<file path="config.mk">
export PLATFORM = sky130hd
export DESIGN_NAME = antenna_phase_extractor
export DESIGN_NICKNAME = d
export VERILOG_FILES = /design/src/rtl/antenna_phase_extractor_pkg.sv /design/src/rtl/antenna_phase_extractor_cordic_vector_iter.sv /design/src/rtl/antenna_phase_extractor.sv
export SDC_FILE = /design/constraint.sdc
export NUM_CORES = 1
export LEC_CHECK = 0
export CAP_MARGIN = 40
export CORE_UTILIZATION = 60
export CTS_CLUSTER_DIAMETER = 150
export DETAILED_ROUTE_END_ITERATION = 10
export PLACE_DENSITY = 0.82
export RECOVER_POWER = 25
export SYNTH_ARGS = -nofsm -noshare
export SYNTH_HDL_FRONTEND = slang
export SYNTH_SLANG_ARGS = --single-unit
</file>
<file path="constraint.sdc">
create_clock -name clk -period 10.88 [get_ports clk]
set_input_delay 1.632 -clock clk [delete_from_list [all_inputs] [get_ports clk]]
set_output_delay 1.632 -clock clk [all_outputs]
set_load 0.05 [all_outputs]
</file>
<file path="src/rtl/antenna_phase_extractor_pkg.sv">
// Shared radar definitions: binary-angle constants, CORDIC arctangent table
// and the phase extractor FSM states.
package antenna_phase_extractor_pkg;

    localparam logic [31:0] PI32      = 32'h8000_0000;
    localparam logic [31:0] HALF_PI32 = 32'h4000_0000;

    // Extra fractional bits carried through x/y and z so that truncation in
    // the shifted adds stays well below one output LSB.
    localparam int unsigned CORDIC_XY_GUARD = 8;
    localparam int unsigned CORDIC_Z_GUARD  = 4;

    typedef enum logic [2:0] {
        S_IDLE,
        S_PREROT,
        S_ITER,
        S_STORE,
        S_DONE
    } ape_state_e;

    function automatic logic [31:0] atan32(input int unsigned i);
        case (i)
            0:       atan32 = HALF_PI32 >> 1;
            1:       atan32 = 32'h12E4_051E;
            2:       atan32 = 32'h09FB_385B;
            3:       atan32 = 32'h0511_11D4;
            4:       atan32 = 32'h028B_0D43;
            5:       atan32 = 32'h0145_D7E1;
            6:       atan32 = 32'h00A2_F61E;
            7:       atan32 = 32'h0051_7C57;
            8:       atan32 = 32'h0028_BE53;
            9:       atan32 = 32'h0014_5F2F;
            10:      atan32 = 32'h000A_2F98;
            11:      atan32 = 32'h0005_17CC;
            12:      atan32 = 32'h0002_8BE6;
            13:      atan32 = 32'h0001_45F3;
            14:      atan32 = 32'h0000_A2FA;
            15:      atan32 = 32'h0000_517D;
            default: atan32 = '0;
        endcase
    endfunction

    // Round-to-nearest reduction of the table entry to a w-bit binary angle.
    function automatic logic [31:0] atan_scaled(input int unsigned i, input int unsigned w);
        logic [31:0] a;
        a = atan32(i);
        if (w >= 32)
            return a;
        return (a + (32'd1 << (31 - w))) >> (32 - w);
    endfunction

endpackage

</file>
<file path="src/rtl/antenna_phase_extractor_cordic_vector_iter.sv">
// Iterative vectoring CORDIC: pre-rotates into the right half-plane, then
// drives y to zero while accumulating the binary-angle phase in z.
module cordic_vector_iter
    import antenna_phase_extractor_pkg::*;
#(
    parameter int unsigned IQ_WIDTH     = 16,
    parameter int unsigned PHASE_WIDTH  = 16,
    parameter int unsigned CORDIC_ITERS = 14
) (
    input  logic                          clk,
    input  logic                          reset,
    input  logic                          start,
    input  logic signed [IQ_WIDTH-1:0]    i_in,
    input  logic signed [IQ_WIDTH-1:0]    q_in,
    output logic                          done,
    output logic        [PHASE_WIDTH-1:0] phase
);

    localparam int unsigned DW = IQ_WIDTH + 2 + CORDIC_XY_GUARD;
    localparam int unsigned ZW = PHASE_WIDTH + CORDIC_Z_GUARD;
    localparam int unsigned CW = $clog2(CORDIC_ITERS) + 1;
    localparam logic [CW-1:0] LAST_ITER  = CW'(CORDIC_ITERS - 1);
    localparam logic [ZW-1:0] Z_PI       = ZW'(PI32 >> (32 - ZW));
    localparam logic [ZW-1:0] Z_HALF_LSB = ZW'(1) << (CORDIC_Z_GUARD - 1);

    logic signed [DW-1:0] x, y, i_ext, q_ext, x_sh, y_sh;
    logic        [ZW-1:0] z, atan_cur, z_rnd;
    logic        [CW-1:0] cnt;
    logic                 running;

    always_comb begin
        i_ext    = {{2{i_in[IQ_WIDTH-1]}}, i_in, {CORDIC_XY_GUARD{1'b0}}};
        q_ext    = {{2{q_in[IQ_WIDTH-1]}}, q_in, {CORDIC_XY_GUARD{1'b0}}};
        x_sh     = x >>> cnt;
        y_sh     = y >>> cnt;
        atan_cur = ZW'(atan_scaled(32'(cnt), ZW));
        z_rnd    = z + Z_HALF_LSB;
        phase    = z_rnd[ZW-1:CORDIC_Z_GUARD];
        done     = running && (cnt == LAST_ITER);
    end

    always_ff @(posedge clk) begin
        if (!reset) begin
            running <= 1'b0;
            cnt     <= '0;
            x       <= '0;
            y       <= '0;
            z       <= '0;
        end else if (start) begin
            running <= 1'b1;
            cnt     <= '0;
            if (i_in[IQ_WIDTH-1]) begin
                x <= -i_ext;
                y <= -q_ext;
                z <= Z_PI;
            end else begin
                x <= i_ext;
                y <= q_ext;
                z <= '0;
            end
        end else if (running) begin
            if (!y[DW-1]) begin
                x <= x + y_sh;
                y <= y - x_sh;
                z <= z + atan_cur;
            end else begin
                x <= x - y_sh;
                y <= y + x_sh;
                z <= z - atan_cur;
            end
            cnt <= cnt + 1'b1;
            if (cnt == LAST_ITER)
                running <= 1'b0;
        end
    end

endmodule

</file>
<file path="src/rtl/antenna_phase_extractor.sv">
// Per-antenna phase extraction for one I/Q snapshot using a single shared
// vectoring CORDIC, time-multiplexed across antennas.
module antenna_phase_extractor
    import antenna_phase_extractor_pkg::*;
#(
    parameter int unsigned NUM_ANTENNAS = 4,
    parameter int unsigned IQ_WIDTH     = 16,
    parameter int unsigned PHASE_WIDTH  = 16,
    parameter int unsigned CORDIC_ITERS = 14
) (
    input  logic                          clk,
    input  logic                          reset,
    input  logic                          iq_valid,
    output logic                          iq_ready,
    input  logic signed [IQ_WIDTH-1:0]    i_data     [0:NUM_ANTENNAS-1],
    input  logic signed [IQ_WIDTH-1:0]    q_data     [0:NUM_ANTENNAS-1],
    output logic        [PHASE_WIDTH-1:0] phase_data [0:NUM_ANTENNAS-1],
    output logic                          phase_valid,
    output logic        [NUM_ANTENNAS-1:0] zero_mag
);

    localparam int unsigned KW = (NUM_ANTENNAS > 1) ? $clog2(NUM_ANTENNAS) : 1;
    localparam logic [KW-1:0] LAST_ANT = KW'(NUM_ANTENNAS - 1);

    ape_state_e                    state;
    logic [KW-1:0]                 k;
    logic signed [IQ_WIDTH-1:0]    snap_i     [0:NUM_ANTENNAS-1];
    logic signed [IQ_WIDTH-1:0]    snap_q     [0:NUM_ANTENNAS-1];
    logic        [PHASE_WIDTH-1:0] slot_phase [0:NUM_ANTENNAS-1];
    logic [NUM_ANTENNAS-1:0]       slot_zero;
    logic                          cv_start, cv_done, cur_zero;
    logic        [PHASE_WIDTH-1:0] cv_phase;

    always_comb begin
        cv_start = (state == S_PREROT);
        cur_zero = (snap_i[k] == '0) && (snap_q[k] == '0);
    end

    cordic_vector_iter #(
        .IQ_WIDTH    (IQ_WIDTH),
        .PHASE_WIDTH (PHASE_WIDTH),
        .CORDIC_ITERS(CORDIC_ITERS)
    ) u_cordic (
        .clk  (clk),
        .reset(reset),
        .start(cv_start),
        .i_in (snap_i[k]),
        .q_in (snap_q[k]),
        .done (cv_done),
        .phase(cv_phase)
    );

    always_ff @(posedge clk) begin
        if (!reset) begin
            state       <= S_IDLE;
            k           <= '0;
            iq_ready    <= 1'b1;
            phase_valid <= 1'b0;
            zero_mag    <= '0;
            for (int unsigned j = 0; j < NUM_ANTENNAS; j++)
                phase_data[j] <= '0;
        end else begin
            case (state)
                S_IDLE: begin
                    if (iq_valid && iq_ready) begin
                        snap_i   <= i_data;
                        snap_q   <= q_data;
                        k        <= '0;
                        iq_ready <= 1'b0;
                        state    <= S_PREROT;
                    end
                end
                S_PREROT: state <= S_ITER;
                S_ITER: begin
                    if (cv_done)
                        state <= S_STORE;
                end
                S_STORE: begin
                    slot_phase[k] <= cur_zero ? '0 : cv_phase;
                    slot_zero[k]  <= cur_zero;
                    if (k == LAST_ANT) begin
                        // Last slot is forwarded directly so the outputs are
                        // already updated while the FSM sits in DONE.
                        for (int unsigned j = 0; j < NUM_ANTENNAS - 1; j++) begin
                            phase_data[j] <= slot_phase[j];
                            zero_mag[j]   <= slot_zero[j];
                        end
                        phase_data[LAST_ANT] <= cur_zero ? '0 : cv_phase;
                        zero_mag[LAST_ANT]   <= cur_zero;
                        phase_valid          <= 1'b1;
                        state                <= S_DONE;
                    end else begin
                        k     <= k + 1'b1;
                        state <= S_PREROT;
                    end
                end
                S_DONE: begin
                    phase_valid <= 1'b0;
                    iq_ready    <= 1'b1;
                    state       <= S_IDLE;
                end
                default: state <= S_IDLE;
            endcase
        end
    end

endmodule
</file>
==> reports/metrics.yaml <==
outcome:
  status: "complete, but fails checks"
  violations: "capacitance limit, slew limit"
layout:
  num-nets-final: 2710
  syn2layout_area_growth_pct: 15.8
  multi_input_area_um2: 13200
  num-fill-cells: 2812
  drive_above_1_share_pct: 9.61
  seqCellArea_um2: 8840
floorplan:
  start_util_pct: 60.9
  dieArea_um2: 38900
  rows: 71
  core_um2: 37600
  io_pins: 201
  fp.dieH_um: 197
  chipWidth_um: 197
sta:
  timing.hold.ws_ns: 0.452
  slew_viol_final: 128
  setup-violations-final: 0
  period_share_pct: 64.7
  timing_hold_violations_final: 0
  final.setup.tns_ns: 0
  finalClockSkew_ns: 0.0200
  grt_setup_unrepaired: "false"
  fin_crit_ns: 7.04
  max_freq_ghz: 0.142
  slew_headroom_pct: -143
  worst_slew_pin_slew_ns: 3.64
placed_design:
  port-buffer-count: 200
  gpl.final_weighted_congestion: 0.985
  hpwl_um: 46900
clocking:
  h-tree-depth: 2
  root_buffer: "clkbuf_16"
  cts_tree: "done"
  ctsHoldBuffers: 0
  clk_pin_slew_ns: 0.06
  clk_latency_ns: 0.56
  cts.sinks: 351
  ctsResizeCount: 0
  cts_made_buffers: 39
  cts_buffer_depth: 3
  postCtsSetupBuffers: 0
grt:
  grt_pass1_wl_um: 104000
  grt_antenna_before_repair: 7
  grt-ovfl-total: 0
  gr-usage-all-layers_pct: 33.9
  grt_max_degree: 83
  grt_pass1_vias: 19400
pwr:
  finalPower_mw: 5.47
  p_clk_share_pct: 23.6
  leakage_nw: 9.49
  swShare_pct: 39.3
  internal_power_mw: 3.32
  p_per_area_nw_per_um2: 207
  p_comb_share_pct: 46.1
  p_switching_mw: 2.15
  seq_power_share_pct: 30.3
  ir_drop_mv: 0.194
route:
  dr.pass1.iters: 6
  via_per_inst: 6.52
  postRouteWirelength_um: 65900
  vias: 19800
  drtIter0Drc: 2018
  drtAntennaViolNets: 0
  wl_per_cell_um: 21.7
  drc: 0
critical_path:
  r2r_start: "u_cordic.cnt[1]"
  required_ns: 11.21
  critPathLaunchType: "flop"
  critPathKind: "reg -> reg"
  crit_path_end_kind: "flop"
  cp-startpoint: "u_cordic.cnt[1]"
  cp.arrival_ns: 7.36
  crit_fanout: 50
yosys:
  syn_avg_cell_area_um2: 9.70
  synth_edf_count: 179
  synth_seq_cells: 351
  syn_inst: 2358
  synth_top_area_share_pct: 23.5
  ys.flop_type: "edfxtp_1"
  synth.top_cells.by_area: "edfxtp_1, dfxtp_1, mux4_2"
  synth_most_common_cell: "nand2_1"
  ys_warn_count: 0
  ys_seq_area_share_pct: 38.6
  synth_common_cells: "nand2_1, a21oi_1, nor2_1, edfxtp_1, dfxtp_1"
  yosysTopAreaCell: "edfxtp_1"
  mappedNetlistNets: 2582
  yosysUniqueCellTypes: 96
  synth_area_um2: 22900
  synthArstFlopShare_pct: 0
flow_run:
  drv_cap: 2
min_path:
  min_from: "phase_data[3]"
  hp-class: "reg -> reg"
[power groups by stage]
stage,logic (mW),clock network [mW],registers [mW]
final,2.52,1.29,1.66
after global routing,2.76,1.36,1.66
after CTS,2.49,1.31,1.65
after global placement,2.41,0,1.67
after detailed placement,2.47,0,1.68
after floorplan,1.97,0,1.58
[through the flow]
step                instance area (µm²)  setup slack (ns)  utilization [%]  instances
global route                      26500              3.43             70.5       3034
floorplan                         22900              2.92                -       2358
CTS                               26500              4.00             70.5       3028
global placement                  25100              4.16             66.7       2947
detailed placement                25200              4.06             67.2       2956
finish                            26500              3.84             70.5       3034
[layer usage]
metal | part of all wire [%] | GRT usage [%]
met1 | 38 | 40.7
met2 | 49 | 57.7
met3 | 8.1 | 6.27
met4 | 5.2 | 18.0
met5 | 0.020 | 0
[cell usage in the layout, fill, tap and decap left out, types with 27 or more instances in the layout]
master	count
nor2_1	200
dfxtp_1	164
dlygate4sd3_1	129
a21oi_1	211
nand2_1	284
a31oi_1	27
xor2_1	62
clkbuf_16	40
ha_1	90
inv_1	48
nand3_1	44
mux2i_1	75
clkdlybuf4s50_1	71
nor2b_1	36
nor3_1	57
o21ai_0	90
edfxtp_1	179
mux4_2	101
a211oi_1	44
xnor2_1	90
[kinds of logic (layout without fill, tap and decap cells)]
| kind of cell | count (synthesis) | count (layout) | synth area share (%) |
|---|---|---|---|
| fa+ha+maj | 93 | 93 | 5.19 |
| other cells | 0 | 6 | 0 |
| buf+inv | 198 | 357 | 3.65 |
| xor+xnor | 152 | 152 | 5.82 |
| flops | 351 | 351 | 38.6 |
| mux | 190 | 190 | 14.0 |
| simple gates | 796 | 796 | 16.7 |
| compound gates | 578 | 578 | 16.1 |
[worst max-delay path: stages (launching register included)]
cell and delay (ns):
dfxtp_4 0.80, buf_4 0.65, mux4_1 0.73, mux2i_1 0.54
o221ai_1 0.33, a2111o_1 0.44, nand4bb_1 0.39, nand2b_1 0.28
xnor2_1 0.13, o21ai_0 0.17, ha_1 0.32, a21oi_1 0.16
o21ai_0 0.09, a21oi_1 0.17, a21boi_0 0.23, a221o_1 0.45
a311oi_1 0.48, o31ai_1 0.17, xnor2_1 0.16, o22ai_1 0.10
[cell type report]
class / instances / share of cell area, %
diodes: 6 / 0.0567
inverters: 53 / 0.751
multi-input cells: 1809 / 50.0
repair buffers: 232 / 8.71
clock inverters: 19 / 0.628
clock buffers: 53 / 4.13
well taps: 511 / 2.41
flip-flops and latches: 351 / 33.4
[state kept, by name, indices dropped and copies added (netlist names), 4 cells and up, named ones only]
| name | cells |
|---|---|
| snap_q | 64 |
| phase_data | 64 |
| slot_phase | 48 |
| u_cordic.y | 26 |
| u_cordic.z | 20 |
| zero_mag | 4 |
| snap_i | 64 |
| u_cordic.x | 26 |
| u_cordic.cnt | 5 |
[path summary, 6_finish.rpt]
kind | endpoint | slack [ns] | cells past startpoint
hold / removal | phase_data[3] | 0.45 | 2
setup / recovery | u_cordic.x[24] | 3.84 | 19
setup reg to reg | u_cordic.x[24] | 3.84 | 19
hold reg to reg | phase_data[3] | 0.45 | 2
(Power assumes the default switching activity.)
